==> config.mk <==
export PLATFORM = sky130hd
export DESIGN_NAME = netlist_bist_ctrl_flat
export DESIGN_NICKNAME = d
export VERILOG_FILES = /design/src/rtl/bist_pkg.sv /design/src/rtl/netlist_bist_ctrl_if.sv /design/src/rtl/lfsr_step.sv /design/src/rtl/netlist_bist_ctrl.sv /design/src/flat_wrapper.sv
export SDC_FILE = /design/constraint.sdc
export NUM_CORES = 1
export LEC_CHECK = 0
export ABC_AREA = 1
export BUFFER_PORTS_ARGS = -buffer_cell sky130_fd_sc_hd__buf_2
export CORE_ASPECT_RATIO = 0.7
export CORE_UTILIZATION = 45
export CTS_CLUSTER_SIZE = 25
export DETAILED_ROUTE_END_ITERATION = 8
export PLACE_DENSITY = 0.7
export SETUP_SLACK_MARGIN = 0.05
export SYNTH_ARGS = -nofsm -noshare
export SYNTH_HDL_FRONTEND = slang
export SYNTH_SLANG_ARGS = --single-unit
==> constraint.sdc <==
create_clock -name clk -period 3.95 [get_ports clk]
set_clock_uncertainty 0.1 [all_clocks]
set_input_delay 0.1975 -clock clk [delete_from_list [all_inputs] [get_ports clk]]
set_output_delay 0.1975 -clock clk [all_outputs]
set_load 0.03 [all_outputs]
==> src/rtl/bist_pkg.sv <==
// Shared types and default polynomials for the netlist BIST controller.
package bist_pkg;
    typedef enum logic [1:0] {ST_IDLE, ST_RUN, ST_DRAIN, ST_DONE} state_t;

    localparam logic [13:0] DEF_LFSR_TAPS = 14'h3802;
    localparam logic [13:0] DEF_LFSR_SEED = 14'h0001;
    localparam logic [7:0]  DEF_MISR_TAPS = 8'hB8;
    localparam logic [7:0]  DEF_MISR_SEED = 8'h00;
endpackage

==> src/rtl/netlist_bist_ctrl_if.sv <==
// Pin bundle between the BIST controller, its host and the netlist under test.
interface netlist_bist_ctrl_if #(
    parameter int IN_W  = 14,
    parameter int OUT_W = 8,
    parameter int CNT_W = 16
);
    logic             start;
    logic [CNT_W-1:0] num_patterns;
    logic [OUT_W-1:0] golden;
    logic [IN_W-1:0]  dut_in;
    logic [OUT_W-1:0] dut_out;
    logic             busy;
    logic             done;
    logic             pass;
    logic [OUT_W-1:0] signature;

    // master is the host together with the netlist; slave is the controller
    modport master (output start, num_patterns, golden, dut_out,
                    input  dut_in, busy, done, pass, signature);
    modport slave  (input  start, num_patterns, golden, dut_out,
                    output dut_in, busy, done, pass, signature);
endinterface

==> src/rtl/lfsr_step.sv <==
// One Fibonacci shift step: shift left, feed back the parity of the tapped bits.
module lfsr_step #(
    parameter int           W    = 8,
    parameter logic [W-1:0] TAPS = '0
) (
    input  logic [W-1:0] cur,
    output logic [W-1:0] nxt
);
    assign nxt = {cur[W-2:0], ^(cur & TAPS)};
endmodule

==> src/rtl/netlist_bist_ctrl.sv <==
// LFSR-driven self test of a combinational netlist with MISR signature compaction.
module netlist_bist_ctrl
    import bist_pkg::*;
#(
    parameter int               IN_W      = 14,
    parameter int               OUT_W     = 8,
    parameter int               CNT_W     = 16,
    parameter logic [IN_W-1:0]  LFSR_TAPS = DEF_LFSR_TAPS,
    parameter logic [IN_W-1:0]  LFSR_SEED = DEF_LFSR_SEED,
    parameter logic [OUT_W-1:0] MISR_TAPS = DEF_MISR_TAPS,
    parameter logic [OUT_W-1:0] MISR_SEED = DEF_MISR_SEED
) (
    input logic               clk,
    input logic               rst,
    netlist_bist_ctrl_if.slave bus
);
    state_t           state;
    logic [IN_W-1:0]  lfsr, lfsr_nxt, dut_in_q;
    logic [OUT_W-1:0] misr, misr_shift, misr_nxt;
    logic [OUT_W-1:0] out_q, golden_q, sig_q;
    logic [CNT_W-1:0] cnt, n_q;
    logic             out_vld, busy_q, done_q, pass_q;

    lfsr_step #(.W(IN_W),  .TAPS(LFSR_TAPS)) u_lfsr (.cur(lfsr), .nxt(lfsr_nxt));
    lfsr_step #(.W(OUT_W), .TAPS(MISR_TAPS)) u_misr (.cur(misr), .nxt(misr_shift));

    assign misr_nxt = misr_shift ^ out_q;

    always_ff @(posedge clk or posedge rst) begin
        if (rst) begin
            state    <= ST_IDLE;
            lfsr     <= '0;
            misr     <= '0;
            cnt      <= '0;
            n_q      <= '0;
            out_q    <= '0;
            out_vld  <= 1'b0;
            golden_q <= '0;
            dut_in_q <= '0;
            sig_q    <= '0;
            busy_q   <= 1'b0;
            done_q   <= 1'b0;
            pass_q   <= 1'b0;
        end else begin
            done_q  <= 1'b0;
            out_vld <= 1'b0;
            // out_q lags the vector by one edge, so compaction trails capture by one
            if (out_vld) misr <= misr_nxt;
            unique case (state)
                ST_IDLE: begin
                    if (bus.start) begin
                        golden_q <= bus.golden;
                        n_q      <= bus.num_patterns;
                        misr     <= MISR_SEED;
                        pass_q   <= 1'b0;
                        if (bus.num_patterns == '0) begin
                            state  <= ST_DONE;
                            done_q <= 1'b1;
                            sig_q  <= MISR_SEED;
                            pass_q <= (MISR_SEED == bus.golden);
                        end else begin
                            state    <= ST_RUN;
                            lfsr     <= LFSR_SEED;
                            dut_in_q <= LFSR_SEED;
                            cnt      <= '0;
                            busy_q   <= 1'b1;
                        end
                    end
                end
                ST_RUN: begin
                    out_q   <= bus.dut_out;
                    out_vld <= 1'b1;
                    lfsr    <= lfsr_nxt;
                    cnt     <= cnt + CNT_W'(1);
                    if (cnt == n_q - CNT_W'(1)) begin
                        state    <= ST_DRAIN;
                        dut_in_q <= '0;
                    end else begin
                        dut_in_q <= lfsr_nxt;
                    end
                end
                ST_DRAIN: begin
                    // result registered on entry so it is already valid while done is high
                    state  <= ST_DONE;
                    busy_q <= 1'b0;
                    done_q <= 1'b1;
                    sig_q  <= misr_nxt;
                    pass_q <= (misr_nxt == golden_q);
                end
                ST_DONE: state <= ST_IDLE;
                default: state <= ST_IDLE;
            endcase
        end
    end

    assign bus.dut_in    = dut_in_q;
    assign bus.busy      = busy_q;
    assign bus.done      = done_q;
    assign bus.pass      = pass_q;
    assign bus.signature = sig_q;
endmodule

==> src/flat_wrapper.sv <==
// flat-port wrapper written by rule: the top's interface ports become plain ports
module netlist_bist_ctrl_flat import bist_pkg::*;
#(
    parameter int               IN_W      = 14,
    parameter int               OUT_W     = 8,
    parameter int               CNT_W     = 16,
    parameter logic [IN_W-1:0]  LFSR_TAPS = DEF_LFSR_TAPS,
    parameter logic [IN_W-1:0]  LFSR_SEED = DEF_LFSR_SEED,
    parameter logic [OUT_W-1:0] MISR_TAPS = DEF_MISR_TAPS,
    parameter logic [OUT_W-1:0] MISR_SEED = DEF_MISR_SEED
)
  (clk, rst, bus_start, bus_num_patterns, bus_golden, bus_dut_out, bus_dut_in, bus_busy, bus_done, bus_pass, bus_signature);
  netlist_bist_ctrl_if #(.IN_W(IN_W), .OUT_W(OUT_W), .CNT_W(CNT_W)) bus_i ();
  input logic clk;
  input logic rst;
  input wire logic [$bits(bus_i.start)-1:0] bus_start;
  input wire logic [$bits(bus_i.num_patterns)-1:0] bus_num_patterns;
  input wire logic [$bits(bus_i.golden)-1:0] bus_golden;
  input wire logic [$bits(bus_i.dut_out)-1:0] bus_dut_out;
  output wire logic [$bits(bus_i.dut_in)-1:0] bus_dut_in;
  output wire logic [$bits(bus_i.busy)-1:0] bus_busy;
  output wire logic [$bits(bus_i.done)-1:0] bus_done;
  output wire logic [$bits(bus_i.pass)-1:0] bus_pass;
  output wire logic [$bits(bus_i.signature)-1:0] bus_signature;
  assign bus_i.start = bus_start;
  assign bus_i.num_patterns = bus_num_patterns;
  assign bus_i.golden = bus_golden;
  assign bus_i.dut_out = bus_dut_out;
  assign bus_dut_in = bus_i.dut_in;
  assign bus_busy = bus_i.busy;
  assign bus_done = bus_i.done;
  assign bus_pass = bus_i.pass;
  assign bus_signature = bus_i.signature;
  netlist_bist_ctrl #(.IN_W(IN_W), .OUT_W(OUT_W), .CNT_W(CNT_W), .LFSR_TAPS(LFSR_TAPS), .LFSR_SEED(LFSR_SEED), .MISR_TAPS(MISR_TAPS), .MISR_SEED(MISR_SEED)) u_core (.clk(clk), .rst(rst), .bus(bus_i));
endmodule
# Word level (Yosys, flattened, before mapping)
# Index checks and enable logic that the tools add are counted.
dict set report word_totals {
  regBits 98
  out_inout_bits 25
  word_cells 66
}
dict set report op_classes {
  addsub 2
  eq_ne 9
  mux 28
  bitwise_logic 1
  n_reduce_logical 13
}
# op n
set op_table {}
lappend op_table {{one-hot mux 14 bit (2 select lines)} 2}
lappend op_table {{2-to-1 mux 14 bit} 3}
lappend op_table {{2-to-1 mux 8 bit} 5}
lappend op_table {{2-to-1 mux 16 bit} 2}
lappend op_table {{one-hot mux 16 bit (2 select lines)} 1}
lappend op_table {{adder 16 x 1 -> 16 bit, second input constant} 1}
lappend op_table {{== test 16 bit} 1}
lappend op_table {{zero test 16 bit} 1}
lappend op_table {{one-hot mux 8 bit (2 select lines)} 1}
lappend op_table {{subtractor 16 x 1 -> 16 bit, second input constant} 1}
lappend op_table {{XOR reduction 14 bit} 1}
lappend op_table {{AND reduction 3 bit} 3}
lappend op_table {{== test 8 bit} 1}
lappend op_table {{zero test 8 bit} 1}
lappend op_table {{one-hot mux 2 bit (4 select lines)} 1}
lappend op_table {{XOR reduction 8 bit} 1}
lappend op_table {{XOR 8 bit} 1}
lappend op_table {{2-to-1 mux 1 bit} 7}
lappend op_table {{2-to-1 mux 2 bit} 3}
lappend op_table {{one-hot mux 1 bit (2 select lines)} 3}
lappend op_table {{AND reduction 2 bit} 3}
lappend op_table {{== test 2 bit, second input constant} 2}
lappend op_table {{!= test 2 x 1 -> 1 bit, second input constant} 2}
lappend op_table {{!= test 2 bit, second input constant} 2}
lappend op_table {{3 further kinds} 4}

# Logic depth before layout (Yosys ltp)
# Gate-level depths: netlist (run 1).
dict set report logic_depth {
  ltp_word 5
  ltp_mapped 16
}

# Cells and area by module
# Synthesis (run 1) repeated with hierarchy kept, for this count alone.
dict set report hier_totals {
  hier_cells 696
  area_unflattened_um2 5391.4
}
# mod n_inst cells_each area_per_inst_um2 seq_area_each_um2
set modules_own_cells {}
lappend modules_own_cells {netlist_bist_ctrl 1 646 5113.7 2452.4}
lappend modules_own_cells {{lfsr_step at u_core.u_lfsr} 1 28 161.4 0.0}
lappend modules_own_cells {{lfsr_step at u_core.u_misr} 1 22 116.4 0.0}

# Worst setup path before layout (run 1)
# OpenSTA, ideal clock, no wires.
dict set report synth_timing {
  path_type {reg2reg}
  startpoint {register u_core.n_q[0]}
  endpoint {register u_core.dut_in_q[2], in the netlist u_core.bus.dut_in[2]}
  setup_ps 118
  arrival_ps 1664
  required_time_ps 3732
  slack_ps 2067
  path_stages_with_launch 15
  n_path_buf 1
  period_less_slack_ps 1883
  path_cell_list {dfrtp_1 -> inv_1 -> ha_1 -> nand2_2 -> nor2_4 -> nand3b_1 -> nand2_1 -> inv_1 -> nor2_1 -> nand2_1 -> nor2_2 -> nand2_4 -> buf_6 -> nand4_1 -> nand2_1}
}
dict set report synth_via {
  elab_chain_len 4
}
# element line_no
set synth_rtl {}
lappend synth_rtl {{start: declaration} netlist_bist_ctrl.sv:21} ;# logic [CNT_W-1:0] cnt, n_q;
lappend synth_rtl {{start signal: assignment} netlist_bist_ctrl.sv:53} ;# n_q <= bus.num_patterns;
lappend synth_rtl {{subtractor 16 x 1 -> 16 bit} netlist_bist_ctrl.sv:75} ;# if (cnt == n_q - CNT_W'(1)) begin
lappend synth_rtl {{== test 16 bit} netlist_bist_ctrl.sv:75}
lappend synth_rtl {{2-to-1 mux 14 bit} netlist_bist_ctrl.sv:75}
lappend synth_rtl {{one-hot mux 14 bit (2 select lines)} netlist_bist_ctrl.sv:49} ;# unique case (state)
lappend synth_rtl {{end signal: assignment} netlist_bist_ctrl.sv:79} ;# dut_in_q <= lfsr_nxt;
lappend synth_rtl {{end: declaration} netlist_bist_ctrl.sv:18} ;# logic [IN_W-1:0] lfsr, lfsr_nxt, dut_in_q;
# Every way passes these cells.
# A chain may end at the register's enable or synchronous reset.

# Final worst setup path (run 1)
dict set report layout_timing {
  startpoint {register u_core.state[0]}
  endpoint {register u_core.lfsr[13]}
}
dict set report layout_via {
  elab_chain_len 3
  word_cells_on_any_way 7
  cone_classes {3 x eq/ne; 1 x mux; 3 x reduce/logical}
}
# element line_no
set layout_rtl {}
lappend layout_rtl {{start: declaration} netlist_bist_ctrl.sv:17} ;# state_t state;
lappend layout_rtl {{start signal: assignment} netlist_bist_ctrl.sv:31} ;# state <= ST_IDLE;
lappend layout_rtl {{start signal: assignment} netlist_bist_ctrl.sv:57} ;# state <= ST_DONE;
lappend layout_rtl {{start signal: assignment} netlist_bist_ctrl.sv:62} ;# state <= ST_RUN;
lappend layout_rtl {{== test 2 x 1 -> 1 bit or zero test 2 bit (tied branches)} netlist_bist_ctrl.sv:49}
lappend layout_rtl {{nonzero test 2 bit (no line) or != test 2 bit (tied branches)} -}
lappend layout_rtl {{AND reduction 3 bit (no line)} -}
lappend layout_rtl {{end signal: assignment} netlist_bist_ctrl.sv:73} ;# lfsr <= lfsr_nxt;
lappend layout_rtl {{end: declaration} netlist_bist_ctrl.sv:18}
# Several ways; a longest one is shown, not always the timed one.

==> run summary, run 1 <==
The run finished, with violations left. The final reports fail on hold timing. Across the whole layout, storage elements account for 2450 sq um.

Setup repair after global routing left no endpoint under its margin. The origin of the worst setup path was u_core.state[0]. The pin slew with the least headroom to its limit is 0.992 ns, and the final net count is 765. The detailed router placed 4561 vias in this run. Number of synthesis warnings: 0. From synthesis to final layout, the design area changed by 16.6%. The maximum fanout along the worst path was 39; the flip-flop and latch count after synthesis was 98. The critical path is of the reg -> reg type. The number of flops mapped to enable cells by yosys was 0; the worst slew slack as a fraction of its limit was 33.4%.

For this configuration, the core starts out at a cell density of 46.8%. Of the synthesized area, sequential elements account for 46.9%. Counting distinct cell types in the post-synthesis netlist gives 34. In the post-synthesis netlist, the biggest area contributors are sky130_fd_sc_hd__dfrtp_1 (47%), sky130_fd_sc_hd__nand2_1 (14%), sky130_fd_sc_hd__inv_1 (6.0%). Counting along the longest clock path gives a buffer depth of 2.

The synthesized netlist devotes 28.3% of its cell area to simple gates. The tools report the routability congestion estimate as 0.871. The share of Yosys cell area claimed by the top area cell type came out at 46.9%. Post-synthesis share of cell area spent on full adders, half adders and majority gates: 1.20%. The run gives 11200 sq um as the core outline area. Average wire per standard cell: 13.7 um. STA classifies the critical path startpoint as a flip-flop. TritonCTS built the clock tree. End-of-flow core utilization: 54.5%. For the HPWL after detailed placement, the log shows 8.77 mm. The fraction of layout cells with a size suffix above 1 was 15.1%.

The final global-route overflow total is 0, and the final clock period utilization by the worst path is 74.5%. From bottom edge to top edge, the die measures 92.2 um. The clock latency on the worst-skew pair was 0.35 ns; the largest net degree at the start of global routing was 81.

For the worst setup path, the data required time is 4.11 ns. The proportion of synthesized area in mux cells works out to 0%. After synthesis, the largest family of logic cells by area is simple AND/OR/NAND/NOR gates. The compound-cell area share of the yosys netlist was 8.55%. The hold violation count in the final report was 30; the shortest clock period the worst path allows after layout was 2.94 ns.

The cell count after synthesis came out at 657. The repair_antennas step left the layout with diodes totalling 0. The number of max-slew violations in the final report is 0, and the post-synthesis async set-or-reset flop share is 100%.

Master cell of the clock root buffer: sky130_fd_sc_hd__clkbuf_16. The worst slack on hold paths is -0.0162 ns. Adding up every negative setup slack in the final design gives 0 ns. For the via count of the first global-routing pass, the log shows 4321. The tools report the achievable frequency as 340 MHz.

The synthesized design spends more area on one cell type than any other, namely sky130_fd_sc_hd__dfrtp_1. The global-route usage over all layers is 21.5%, and the I/O pin count is 60. Buffers inserted during clock tree synthesis total 9. The number of max-cap violations is 0, and the total of fill cells in the finished design is 1030. The clock net in this run drives a total of 98 sinks.

The run gives 0 as the number of nets still failing antenna checks after routing. The number of nets handed over by synthesis was 697. The die covers 12100 sq um.

The total routed wirelength was 12.1 mm. The tightest min-delay check is of the in -> async type. Setup violations remaining at the end of the flow were counted as 0.

The worst register-to-register path begins at u_core.state[0]. The synthesized netlist devotes 6.54% of its cell area to XOR and XNOR gates. For the worst setup path, the data arrival time is 3.10 ns. For the depth of the CTS H-tree, the log shows 3. The synthesized area was 5230 sq um. The count of input and output buffers was 59. The run gives 0 as the remaining routing DRC violations.

The first global-routing pass estimated 20.1 mm of wire. Critical path endpoint category: a flip-flop. The tools report the leakage power of the design as 3.06 nW.

CTS clock-pin slew for the worst setup and hold paths: 0.07 ns. For the count of buffers added by post-CTS timing repair for setup, the log shows 0. The synthesized area per cell is 7.95 sq um, and the die extent in x is 131 um.

The first detailed-routing pass ran for 5 iterations. In this run, the number of DRC markers left after iteration 0 of detailed routing was 349. In this run the power density over the cells is 708 nW/um^2. The initial antenna violation count is 0. The multi-input combinational cells in the finished layout cover a total of 2330 sq um.

The most used flip-flop cell after synthesis was sky130_fd_sc_hd__dfrtp_1. Across the VDD grid, the largest voltage drop is 0.360 mV. After detailed routing, the number of vias per cell comes to 5.17. After floorplanning, the core was divided into 32 placement rows.
## cell type report
class	count	area share, %
clock inverters	6	0.883
well taps	153	3.14
flip-flops and latches	98	40.3
clock buffers	10	3.92
inverters	87	5.40
repair buffers	80	8.17
multi-input cells	449	38.2
## layer usage
| metal | GRT usage, % | vias to the layer above | routed length (um) |
|---|---|---|---|
| li1 | - | 2242 | - |
| met3 | 4.49 | 17 | 624 |
| met5 | 0 | - | 0 |
| met1 | 29.8 | 2162 | 5730 |
| met2 | 34.0 | 140 | 5570 |
| met4 | 5.94 | 0 | 148 |
## cell usage in the layout (no fill, tap or decap), drive strengths merged, types with 7 or more instances in the layout
| cell | count |
|---|---|
| nor4 | 7 |
| nand2 | 208 |
| clkbuf | 10 |
| o31ai | 9 |
| nand3 | 25 |
| buf | 62 |
| inv | 92 |
| dfrtp | 98 |
| nand3b | 7 |
| o22ai | 12 |
| nor2 | 47 |
| dlygate4sd3 | 18 |
| o21ai | 39 |
| xor2 | 22 |
| nand4 | 22 |
| xnor2 | 17 |
| o211ai | 8 |
## registers in the layout, indices dropped and copies added, names as in the netlist, 2 cells and up
register and count:
u_core.bus.dut_in 14, u_core.bus.signature 8, u_core.cnt 16, u_core.golden_q 8, u_core.lfsr 14, u_core.misr 8
u_core.n_q 16, u_core.out_q 8, u_core.state 2
## cells in the mapped netlist (3+ instances only)
| library cell | instances |
|---|---|
| sky130_fd_sc_hd__nand2_1 | 199 |
| sky130_fd_sc_hd__dfrtp_1 | 98 |
| sky130_fd_sc_hd__inv_1 | 83 |
| sky130_fd_sc_hd__nor2_1 | 34 |
| sky130_fd_sc_hd__o21ai_0 | 32 |
| sky130_fd_sc_hd__nand3_1 | 25 |
| sky130_fd_sc_hd__xor2_1 | 22 |
| sky130_fd_sc_hd__nand4_1 | 21 |
| sky130_fd_sc_hd__xnor2_1 | 17 |
| sky130_fd_sc_hd__o22ai_1 | 12 |
| sky130_fd_sc_hd__clkbuf_1 | 10 |
| sky130_fd_sc_hd__nor2_2 | 10 |
| sky130_fd_sc_hd__o31ai_1 | 9 |
| sky130_fd_sc_hd__buf_2 | 8 |
| sky130_fd_sc_hd__o211ai_1 | 8 |
| sky130_fd_sc_hd__nand2_2 | 7 |
| sky130_fd_sc_hd__nand3b_1 | 7 |
| sky130_fd_sc_hd__nor4_1 | 7 |
| sky130_fd_sc_hd__o21ai_1 | 7 |
| sky130_fd_sc_hd__a21oi_1 | 5 |
| sky130_fd_sc_hd__ha_1 | 5 |
| sky130_fd_sc_hd__nor3_1 | 5 |
| sky130_fd_sc_hd__inv_2 | 4 |
| sky130_fd_sc_hd__or2_2 | 4 |
| sky130_fd_sc_hd__buf_6 | 3 |
| sky130_fd_sc_hd__nor2_4 | 3 |
## report_power, final
part / switching, mW / internal (mW)
clock: 0.410 / 0.458
combinational: 1.24 / 0.618
sequential: 0.287 / 1.30
## stage by stage
step	setup slack [ns]	cells	power, mW	area (sq um)	hold slack [ns]
detailed placement	1.07	849	3.43	5620	0.303
global route	0.759	883	4.63	6090	0.0347
floorplan	1.09	657	3.03	5230	0.207
finish	1.01	883	4.31	6090	-0.0162
CTS	1.06	883	4.31	6090	0.00721
global placement	1.26	849	3.35	5620	0.301
## worst paths after layout
check                                       end  slack, ns  cells after the start
max                             u_core.lfsr[13]       1.01                      8
min                             u_core.bus.pass      -0.02                      2
max reg2reg                     u_core.lfsr[13]       1.01                      8
min reg2reg                u_core.bus.dut_in[2]       0.38                      2
max in group asynchronous        u_core.misr[0]       2.94                      3
min in group clk             u_core.golden_q[6]       0.01                      3
## kinds of logic after synthesis
logic type                 count (synthesis)
buffers and inverters                    110
xor gates and xnor gates                  39
adders and majority gates                  5
and+or+nand+nor                          329
DFF                                       98
AOI/OAI and AO/OA                         76
## worst max-delay path, cell delays in order (launching register included)
cell	delay, ns
sky130_fd_sc_hd__dfrtp_1	0.40
sky130_fd_sc_hd__inv_1	0.10
sky130_fd_sc_hd__ha_1	0.27
sky130_fd_sc_hd__inv_1	0.11
sky130_fd_sc_hd__a21oi_1	0.27
sky130_fd_sc_hd__nand2_4	0.27
sky130_fd_sc_hd__inv_2	0.55
sky130_fd_sc_hd__nand2_1	0.47
sky130_fd_sc_hd__o21ai_0	0.30
## what timing repair did
item / CTS / global route
hold buffers: 18 / 0
hold endpoints to repair: 18 / 0
gates resized for setup: 0 / 0
Power figures use the tool's default switching activity.
==> run 2, diff against run 1 <==
--- a/config.mk
+++ b/config.mk
@@ -11,7 +11,7 @@
 export CORE_UTILIZATION = 45
 export CTS_CLUSTER_SIZE = 25
 export DETAILED_ROUTE_END_ITERATION = 8
-export PLACE_DENSITY = 0.7
+export PLACE_DENSITY = 0.73
 export SETUP_SLACK_MARGIN = 0.05
 export SYNTH_ARGS = -nofsm -noshare
 export SYNTH_HDL_FRONTEND = slang
==> constraint.sdc (replaced) <==
create_clock -name clk -period 2.6 [get_ports clk]
set_clock_uncertainty 0.1 [all_clocks]
set_input_delay 0.13 -clock clk [delete_from_list [all_inputs] [get_ports clk]]
set_output_delay 0.13 -clock clk [all_outputs]
set_load 0.03 [all_outputs]
==> run summary, run 2 (synthesis gave the netlist of run 1 again) <==
The via count was 4521 (-0.88%). TritonCTS built the clock tree. The run gives 785 (+2.6%) as the final net count. The largest net degree at the start of global routing came out at 51 (-37%). The run gives 0 (unchanged) as the total inserted antenna cells. The logs give 43.7% (+0.6 points) for the combinational cell fraction of total power and 8.38 mm (-4.4%) for the HPWL after detailed placement. The end-of-flow core utilization is 56.4% (+1.8 points). The worst slew slack as a fraction of its limit is 39.5% (+6.1 points).

The standard-cell row count came out at 32 (unchanged). The final count of negative-setup-slack endpoints was 0 (unchanged). The run gives 0 (unchanged) as the remaining routing DRC violations. The run gives 0.0193 ns (+0.0355 ns) as the worst slack on hold paths.

The run gives 2330 sq um (unchanged) as the multi-input gate area in the final layout. The depth of the CTS H-tree is 3 (unchanged). The die extent in x is 131 um (unchanged). The tools report the sink count of the clock tree as 98 (unchanged). The clock network fraction of total power is 20.1% (about the same), and the fraction of layout cells with a size suffix above 1 is 15.0% (-0.075 points). The number of instances resized during post-cts repair was 0 (unchanged); the CTS clock-pin slew for the worst setup and hold paths was 0.06 ns (about the same). For the routability congestion estimate, the log shows 0.901 (+3.5%).

The floorplan die height was 92.2 um (unchanged); the via count of the first global-routing pass was 4570 (+5.8%). The post-detailed-route via-to-cell ratio is 5.02 (-2.7%). The initial antenna violation count is 0 (unchanged).

The number of max-cap violations was 0 (unchanged); the leakage power of the design was 3.16 nW (+3.0%). The count of buffers added by post-CTS timing repair for setup was 0 (unchanged); the shortest clock period the worst path allows after layout was 2.23 ns. The total routed wirelength was 12.1 mm (-0.15%); the fraction of power spent switching nets was 43.1% (-1.9 points). The most common cell after layout, fill and taps aside was sky130_fd_sc_hd__nand2_1. The tools report the final total negative setup slack as 0 ns (unchanged). The wire length of the first global-routing pass is 21.2 mm (+5.1%).

The critical path data arrival time came out at 2.38 ns (-0.72 ns). met2 is the most crowded layer. The global-route usage over all layers is 22.4% (+0.92 points).

The register area is 2450 sq um (unchanged). The master cell of the clock root buffer is sky130_fd_sc_hd__clkbuf_16. The flow ran to the end, and the final reports show no timing, DRC or antenna violations. The total of fill cells in the finished design was 996 (-3.3%); the maximum fanout along the worst path was 16 (-59%). The clock latency on the worst-skew pair is 0.34 ns (about the same). The hold violation count in the final report was 0 (-100%).

The global-route met3 utilization is 5.13% (+0.64 points). The classification of the worst setup path is in -> reg. In this run the worst setup path begins at bus_num_patterns[4]. The tools report the critical register-to-register path startpoint as u_core.n_q[0]. Classification of the worst-slack hold path: in -> reg. The logs give 9 (unchanged) for the number of buffers added by the clock tree synthesis step and 447 MHz for the achievable frequency.

Final global-route overflow total: 0 (unchanged). For the number of buffers on the longest clock path, the log shows 2 (unchanged). The final critical path takes up 86.0% of the cycle. For the initial DRC count, the log shows 353 (+1.1%).

The critical path endpoint category is a flip-flop. The count of input and output buffers is 59 (unchanged). The number of iterations in the first detailed-routing pass was 5 (unchanged).

The pin slew with the least headroom to its limit works out to 0.901 ns (-0.0903 ns). The I/O pin count is 60 (unchanged), and the area added between synthesis and finish is 20.5%. The worst setup timing slack at the placement stage was 0.447 ns (-0.621 ns); the post-route total power was 6.65 mW (+54%). The logs give 2.75 ns (-1.36 ns) for the critical path required time and 46.8% (unchanged) for the initial standard-cell utilization of the core.

The cell-internal power came out at 3.79 mW (+60%). The global-route met2 utilization is 36.4% (+2.4 points). The startpoint class of the critical path is an input pin. The average wire per standard cell is 13.4 um (-2.0%). The core outline area was 11200 sq um (unchanged).

In the final layout, the registers with the most flip-flops are u_core.cnt: 16 flops, u_core.n_q: 16 flops. The run gives 0.365 ns (-0.642 ns) as the setup slack of the critical path after layout. The number of max-slew violations in the final report was 0 (unchanged).

The fraction of met1 tracks used by global routing is 30.4% (+0.61 points), and the net load switching power is 2.87 mW (+48%). In the layout the commonest cells are sky130_fd_sc_hd__nand2_1 (199), sky130_fd_sc_hd__dfrtp_1 (98), sky130_fd_sc_hd__inv_1 (82), sky130_fd_sc_hd__buf_2 (59), sky130_fd_sc_hd__nor2_1 (34). Setup repair after global routing left no endpoint under its margin. The run gives 0.686 mV (+91%) as the worst vdd rail ir drop. The startpoint identified for the worst hold timing path is bus_start. The tools report the share of total power in sequential cells as 36.1% (-0.6 points). The overall die area came out at 12100 sq um (unchanged).

Number of nets still failing antenna checks after routing: 0 (unchanged). The cell area power density works out to 1060 nW/um^2 (+49%).
[run 2: final timing paths]
path	end	slack [ns]	cells after the start
max	u_core.bus.signature[7]	0.37	10
min	u_core.bus.done	0.02	3
max reg2reg	u_core.state[0]	0.44	15
min reg2reg	u_core.bus.dut_in[1]	0.37	2
max in group asynchronous	u_core.cnt[5]	1.40	4
min in group asynchronous	u_core.n_q[13]	0.27	3
[run 2: repair_timing]
| item | in CTS | in global routing |
|---|---|---|
| endpoints found under the setup margin | 0 | 0 |
| hold buffers | 33 | 0 |
| endpoints found under the hold margin | 51 | 0 |
[run 2: power groups by stage]
stage          sequential, mW  clock, mW  combinational [mW]
5_1_grt                  2.46       1.43                3.32
6_report                 2.40       1.34                2.91
3_5_place_dp             2.42          0                2.85
2_1_floorplan            2.47          0                2.14
4_1_cts                  2.40       1.38                2.92
3_3_place_gp             2.41          0                2.77
[run 2: final cells by class]
type	count	area share [%]
Sequential cell	98	39.0
Tap cell	153	3.04
Clock buffer	9	3.58
Clock inverter	4	1.11
Timing Repair Buffer	100	11.1
Multi-Input combinational cell	449	37.0
Inverter	87	5.25
[run 2: critical path, stage by stage]
cell and delay (ns):
sky130_fd_sc_hd__dlygate4sd3_1 0.54, sky130_fd_sc_hd__buf_2 0.12, sky130_fd_sc_hd__inv_1 0.06, sky130_fd_sc_hd__nand2_1 0.06
sky130_fd_sc_hd__nor4_1 0.30, sky130_fd_sc_hd__and2_1 0.27, sky130_fd_sc_hd__nand3_1 0.12, sky130_fd_sc_hd__o21ai_1 0.50
sky130_fd_sc_hd__nand3_1 0.15, sky130_fd_sc_hd__o21ai_0 0.13
[run 2: layer usage]
metal | routed length, um | vias up
li1 | - | 2265
met2 | 5560 | 117
met3 | 514 | 24
met5 | 0 | -
met4 | 168 | 0
met1 | 5810 | 2115
[run 2: stage by stage]
| step | area [sq um] | cells |
|---|---|---|
| after floorplan | 5230 | 657 |
| after global placement | 5670 | 854 |
| after detailed placement | 5670 | 854 |
| after CTS | 6300 | 900 |
| after global routing | 6300 | 900 |
| final | 6300 | 900 |
